## src/rtl/alu_mul_seq.sv

```systemverilog
// ============================================================================
// alu_mul_seq : shift-and-add multiplier that borrows the shared alu adder
// Revision    : 1.0
// ============================================================================
`default_nettype none

`ifndef ADD_OP
`define ADD_OP 6'h20
`endif

module alu_mul_seq #(
  parameter int WIDTH = 32
) (
  input  logic             clk,
  input  logic             reset,
  input  logic             start_i,
  input  logic [WIDTH-1:0] opr_a_i,
  input  logic [WIDTH-1:0] opr_b_i,
  output logic             busy_o,
  output logic             done_o,
  output logic [WIDTH-1:0] res_o,
  output logic             alu_req_o,
  input  logic             alu_gnt_i,
  output logic [WIDTH-1:0] alu_opr_a_o,
  output logic [WIDTH-1:0] alu_opr_b_o,
  output logic [5:0]       alu_op_o,
  input  logic [WIDTH-1:0] alu_res_i
);

  typedef enum logic [1:0] {
    IDLE = 2'd0,
    RUN  = 2'd1,
    DONE = 2'd2
  } state_t;

  state_t           state, state_nxt;
  logic [WIDTH-1:0] acc, acc_nxt;
  logic [WIDTH-1:0] mcand, mcand_nxt;
  logic [WIDTH-1:0] mplier, mplier_nxt;
  logic [WIDTH-1:0] res, res_nxt;

  always_ff @(posedge clk) begin
    if (reset) begin
      state  <= IDLE;
      acc    <= '0;
      mcand  <= '0;
      mplier <= '0;
      res    <= '0;
    end else begin
      state  <= state_nxt;
      acc    <= acc_nxt;
      mcand  <= mcand_nxt;
      mplier <= mplier_nxt;
      res    <= res_nxt;
    end
  end

  always_comb begin
    state_nxt   = state;
    acc_nxt     = acc;
    mcand_nxt   = mcand;
    mplier_nxt  = mplier;
    res_nxt     = res;
    alu_req_o   = 1'b0;
    alu_opr_a_o = '0;
    alu_opr_b_o = '0;
    alu_op_o    = `ADD_OP;

    case (state)
      IDLE: begin
        if (start_i) begin
          acc_nxt    = '0;
          mcand_nxt  = opr_a_i;
          mplier_nxt = opr_b_i;
          state_nxt  = RUN;
        end
      end

      RUN: begin
        if (mplier == '0) begin
          res_nxt   = acc;
          state_nxt = DONE;
        end else if (!mplier[0]) begin
          mcand_nxt  = mcand << 1;
          mplier_nxt = mplier >> 1;
        end else begin
          // Without a grant everything holds, so the request repeats unchanged.
          alu_req_o   = 1'b1;
          alu_opr_a_o = acc;
          alu_opr_b_o = mcand;
          if (alu_gnt_i) begin
            acc_nxt    = alu_res_i;
            mcand_nxt  = mcand << 1;
            mplier_nxt = mplier >> 1;
          end
        end
      end

      DONE: begin
        state_nxt = IDLE;
      end

      default: begin
        state_nxt = IDLE;
      end
    endcase
  end

  assign busy_o = (state != IDLE);
  assign done_o = (state == DONE);
  assign res_o  = res;

endmodule

`default_nettype wire

```

## config.mk

```make
export PLATFORM = sky130hd
export DESIGN_NAME = alu_mul_seq
export DESIGN_NICKNAME = d
export VERILOG_FILES = /design/src/rtl/alu_mul_seq.sv
export SDC_FILE = /design/constraint.sdc
export NUM_CORES = 1
export LEC_CHECK = 0
export BUFFER_PORTS_ARGS = -buffer_cell sky130_fd_sc_hd__buf_4
export CAP_MARGIN = 20
export CORE_MARGIN = 1.5
export CORE_UTILIZATION = 52
export CTS_CLUSTER_DIAMETER = 50
export CTS_CLUSTER_SIZE = 28
export DETAILED_ROUTE_END_ITERATION = 8
export MAX_ROUTING_LAYER = met4
export PLACE_DENSITY = 0.8
export SYNTH_ARGS = -nofsm -noshare
export SYNTH_HDL_FRONTEND = slang
export SYNTH_SLANG_ARGS = --single-unit
```

## constraint.sdc

```tcl
create_clock -name clk -period 2.05 [get_ports clk]
set_input_delay 0.205 -clock clk [delete_from_list [all_inputs] [get_ports clk]]
set_output_delay 0.205 -clock clk [all_outputs]
set_load 0.02 [all_outputs]
```

# After elaboration in Yosys (flattened, before gate mapping)
# Cells that the tools add are included.
classes:
  muxes: 27
  n_eq_ne: 8
  reduce_logical: 9
ops:
  columns: ["operator", "count"]
  rows:
  - ["2-to-1 mux 32 bit", 18]
  - ["one-hot mux 32 bit (2 select lines)", 3]
  - ["zero test 32 bit", 1]
  - ["inequality test 2 bit (second input constant)", 5]
  - ["AND reduction 5 bit", 1]
  - ["2-to-1 mux 2 bit", 2]
  - ["one-hot mux 2 bit (2 select lines)", 1]
  - ["AND reduction 2 bit", 2]
  - ["AND reduction 4 bit", 1]
  - ["nonzero test 2 bit", 2]
  - ["2-to-1 mux 1 bit", 3]
  - ["inequality test 3 bit (second input constant)", 1]
  - ["AND reduction 3 bit", 1]
  - ["equality test 2 x 1 -> 1 bit (second input constant)", 1]
  - ["equality test 2 bit (second input constant)", 1]
  - ["zero test 2 bit", 1]
word_totals:
  inputBits: 100
  out_inout_bits: 105
  regBits: 130
  elab_cells: 50

# Depth between registers and ports, before layout
logic_depth:
  word_depth: 4
  ltp_mapped: 7
  depth_no_buf: 4

# Worst setup path after synthesis
# Ideal clock, no wire load.
synth_timing:
  kind: "reg2reg"
  startpoint: "register mplier[7]"
  endpoint: "register mcand[23]"
  setup_ns: 0.122
  synth_period_minus_slack_ns: 1.694
  t_required_ns: 1.928
  stages_incl_launch_ff: 6
  t_arrival_ns: 1.572
  slack_ns: 0.356
  n_path_buf: 1
  cell_sequence: "dfxtp_1 > nor4_2 > nand4_4 > or2_1 > buf_6 > a221o_1"
synth_via:
  elab_chain_cells: 3
synth_rtl:
  columns: ["element", "line_no", "source"]
  rows:
  - ["start: declaration", "39", "logic [WIDTH-1:0] mplier, mplier_nxt;"]
  - ["start signal: assignment", "53", "mplier <= mplier_nxt;"]
  - ["zero test 32 bit", "80", "if (mplier == '0) begin"]
  - ["inequality test 2 bit (no line)", null, null]
  - ["AND reduction 4 bit (no line)", null, null]
  - ["end signal: assignment", "52", "mcand <= mcand_nxt;"]
  - ["end: declaration", "38", "logic [WIDTH-1:0] mcand, mcand_nxt;"]
# Every way passes these cells.
# A chain may end at the register's enable or synchronous reset.

# Worst setup path after layout
layout_timing:
  startpoint: "register mplier[0]"
  endpoint: "output port alu_opr_b_o[0]"
layout_via:
  elab_chain_cells: 3
  elab_cells_between_ends: 4
  cone_classes: "3 x mux; 1 x reduce/logical"
layout_rtl:
  columns: ["element", "line_no", "source"]
  rows:
  - ["zero test 32 bit / 2-to-1 mux 32 bit (equally long branches)", "80, 83", null]
  - ["2-to-1 mux 32 bit *", "80", null]
  - ["2-to-1 mux 32 bit *", "69", "case (state)"]
  - ["end: declaration", "25", "output logic [WIDTH-1:0] alu_opr_b_o,"]
# Mark *: on every way between the ends. The rest lies on a longest branch, timed or not.

==> flow_summary_export.csv <==
group,metric,value,unit
synthesis,async_flop_share,0,%
sta,finalHoldViolCount,0,
sta,fin_crit_sh,95.0,%
place,hpwl,12.9,mm
status,outcome,"finished clean",
setup_path,crit_top_cell,"buf_4",
route,vias,6942,
cts,cts-root-buf,"clkbuf_16",
synthesis,synthMuxAreaShare,4.61,%
sta,rsz0062_at_grt,"no",
sta,worst_slew_pin_slew,0.758,ns
setup_path,cp_num_buf_inv,2,
route,routed_wl,19.3,mm
sta,worst_hold_slack,0.0406,ns
sta,max_freq,514,MHz
die,core_area,13100,um2
cts,clock_sinks,130,
place,place_ws,0.201,ns
synthesis,synth_seq_cells,130,
sta,finalSetupTns,0,ns
cts,hold_buffers,0,
setup_path,worstSetupStartpointType,"register",
route,wire_per_inst,16.2,um
setup_path,crit_path_cell_trace,"and3b_2, buf_4, and2_1, buf_4",
sta,post-route-min-period,1.95,ns
grt,grt_pass1_wl,31.0,mm
die,fp.dieH,119,um
grt,grt_max_degree,46,
synthesis,yosys_warnings,0,
die,fp.dieArea,14100,um2
synthesis,syn_area,6950,um2
synthesis,ys_types,46,
die,fp-row-count,42,
grt,grt_pass1_vias,6199,
route,ant_nets,0,
synthesis,synth_compound_area_share,18.0,%
cells_and_area,antenna_cells,0,
cells_and_area,seqCellArea,2610,um2
synthesis,synth_adder_area_share,0,%
die,initial_core_util,52.9,%
grt,gr-total-overflow,0,
synthesis,syn_avg_cell_area,8.20,um2
die,top_level_ports,205,
synthesis,synth_xor_area_share,0,%
sta,slew_violations,0,
cts,cts_tree,"yes",
power,ir_drop,0.000498,V
setup_path,critPathCaptureType,"primary output",
cts,cts_made_buffers,17,
synthesis,netlist_instances,848,
sta,fin_skew,0.00503,ns
synthesis,synth-simple-area-share,33.3,%
grt,antenna_found_initial,0,
cts,clk_pin_slew_worst_paths,0.05,ns
cells_and_area,final_nets,1106,
setup_path,critPathRequiredTime,1.85,ns
cells_and_area,fill_cells,1113,
place,place.gp.congestion,0.860,
worst_hold_path,hold_class,"in2reg",
sta,setup_viol,0,
synthesis,synth_edf_count,0,
cts,clk_latency,0.41,ns
cells_and_area,multi_input_area,3930,um2
route,drc,0,
synthesis,ys_seq_area_share,37.4,%
route,viasPerCell,5.82,
setup_path,cp_slowest_stage_delay,0.46,ns
route,drt_iter0_drc,681,
synthesis,ys.flop_type,"dfxtp_1",
power,leakage,3.68,nW
place,portBuffers,198,
synthesis,synth_top_family_by_area,"simple AND/OR/NAND/NOR gates",
sta,relSlewSlack,49.4,%
die,die_x,119,um
cells_and_area,area_delta_synth_final,31.6,%
cts,htreeDepth,4,
cells_and_area,drive_gt1_share,29.8,%
setup_path,critPathMaxFanout,21,
grt,grt_util_all_layers,27.7,%
setup_path,cp.arrival,1.74,ns
setup_path,worst_path_max_delay_cell,"dfxtp_1",
route,drt-pass1-iter-count,5,
setup_path,crit_family,"simple AND/OR/NAND/NOR gates",
power,total_power,0.00684,W
power,power_per_cell_area,748,nW/um2
setup_path,criticalPathCategory,"reg2out",
sta,fin_ws,0.103,ns
cts,clockBufferDepth,2,
job,max_cap_viol_count,0,
-- path summary, 6_finish.rpt --
path | start | to | slack [ns] | cells after the start
max | mplier[0] | alu_opr_b_o[0] | 0.10 | 4
min | alu_res_i[1] | acc[1] | 0.04 | 3
max reg2reg | mplier[18] | mcand[30] | 0.15 | 4
min reg2reg | res_o[22] | res_o[22] | 0.45 | 2
-- state kept, by name (all words and copies together), names as in the netlist --
register  count
acc          32
res_o        32
state         2
mcand        32
mplier       32
-- cells in the mapped netlist (3+ instances only) --
library cell / n / area share, %
a32o_1: 21 / 3.0
a21oi_1: 44 / 3.2
buf_1: 10 / 0.54
o211ai_1: 10 / 1.1
a211o_1: 30 / 3.8
dfxtp_1: 130 / 37
clkbuf_1: 68 / 3.7
inv_1: 4 / 0.22
nor2_1: 5 / 0.27
nor2b_1: 3 / 0.27
o221ai_2: 20 / 4.3
nand2_1: 180 / 9.7
buf_6: 6 / 0.97
mux2i_1: 32 / 4.6
nand3_1: 122 / 8.8
nand4_1: 30 / 2.7
and3_1: 9 / 0.81
buf_2: 7 / 0.50
buf_4: 6 / 0.65
nor4_4: 8 / 2.4
a221o_1: 10 / 1.4
and2_1: 65 / 5.9
-- report_power, final --
| group | internal (W) | switching (W) |
|---|---|---|
| clock | 0.00198 | 0.00104 |
| combinational | 0.000444 | 0.000594 |
| sequential | 0.00265 | 0.000134 |
-- layer usage --
layer	wire (um)	up-vias	GRT usage, %
li1	-	3345	-
met1	8480	3283	36.6
met2	9180	289	42.8
met3	1360	25	5.98
met4	322	0	8.43
met5	0	-	-
-- metrics by stage --
step                instances  area (um2)  util (%)
global route             1192        9150      69.6
floorplan                 852        6970         -
CTS                      1192        9140      69.6
detailed placement       1161        8550      65.0
global placement         1161        8550      65.0
finish                   1192        9150      69.6
-- area by class of cell --
cell class | count | area share [%]
Clock buffer | 23 | 5.23
Sequential cell | 130 | 28.5
Timing Repair Buffer | 232 | 19.6
Tap cell | 176 | 2.41
Inverter | 4 | 0.192
Multi-Input combinational cell | 621 | 43.0
Clock inverter | 6 | 1.15
-- worst min-delay path: cells and delay by family --
| kind | cells | cell delay (ns) |
|---|---|---|
| compound gates | 1 | 0.05 |
| simple gates | 1 | 0.04 |
| buf+inv | 1 | 0.11 |
-- cells by family after synthesis --
logic type | after synthesis
AOI/OAI and AO/OA | 144
buffers and inverters | 101
DFF | 130
muxes | 32
other | 2
and+or+nand+nor | 439
-- cells in the final DEF, fill, tap and decap left out, drive strengths merged, types with 2 or more instances in the layout --
| cell type | Yosys | routed |
|---|---|---|
| a21oi | 44 | 44 |
| nor2b | 3 | 3 |
| o221ai | 21 | 21 |
| conb | 2 | 6 |
| nor4 | 10 | 10 |
| a221o | 10 | 10 |
| and3 | 9 | 9 |
| nand4 | 32 | 32 |
| inv | 4 | 4 |
| clkinv | 0 | 3 |
| a211o | 30 | 30 |
| nor2 | 5 | 5 |
| and2 | 65 | 65 |
| nand3 | 122 | 122 |
| nor3 | 2 | 2 |
| o211ai | 10 | 10 |
| buf | 29 | 232 |
| o21ai | 2 | 2 |
| nand2b | 2 | 2 |
| a32o | 21 | 21 |
| nand2 | 180 | 180 |
| bufinv | 0 | 3 |
| or2 | 2 | 2 |
| clkbuf | 68 | 23 |
| dfxtp | 130 | 130 |
| mux2i | 32 | 32 |
| a22oi | 2 | 2 |
-- what timing repair did --
item | CTS | global route
buffers inserted | 2 | 0
gates resized for setup | 0 | 2
pin swaps | 1 | 0
cloned | 0 | 0
setup endpoints to repair | 55 | 21
Power figures use the tool's default switching activity.
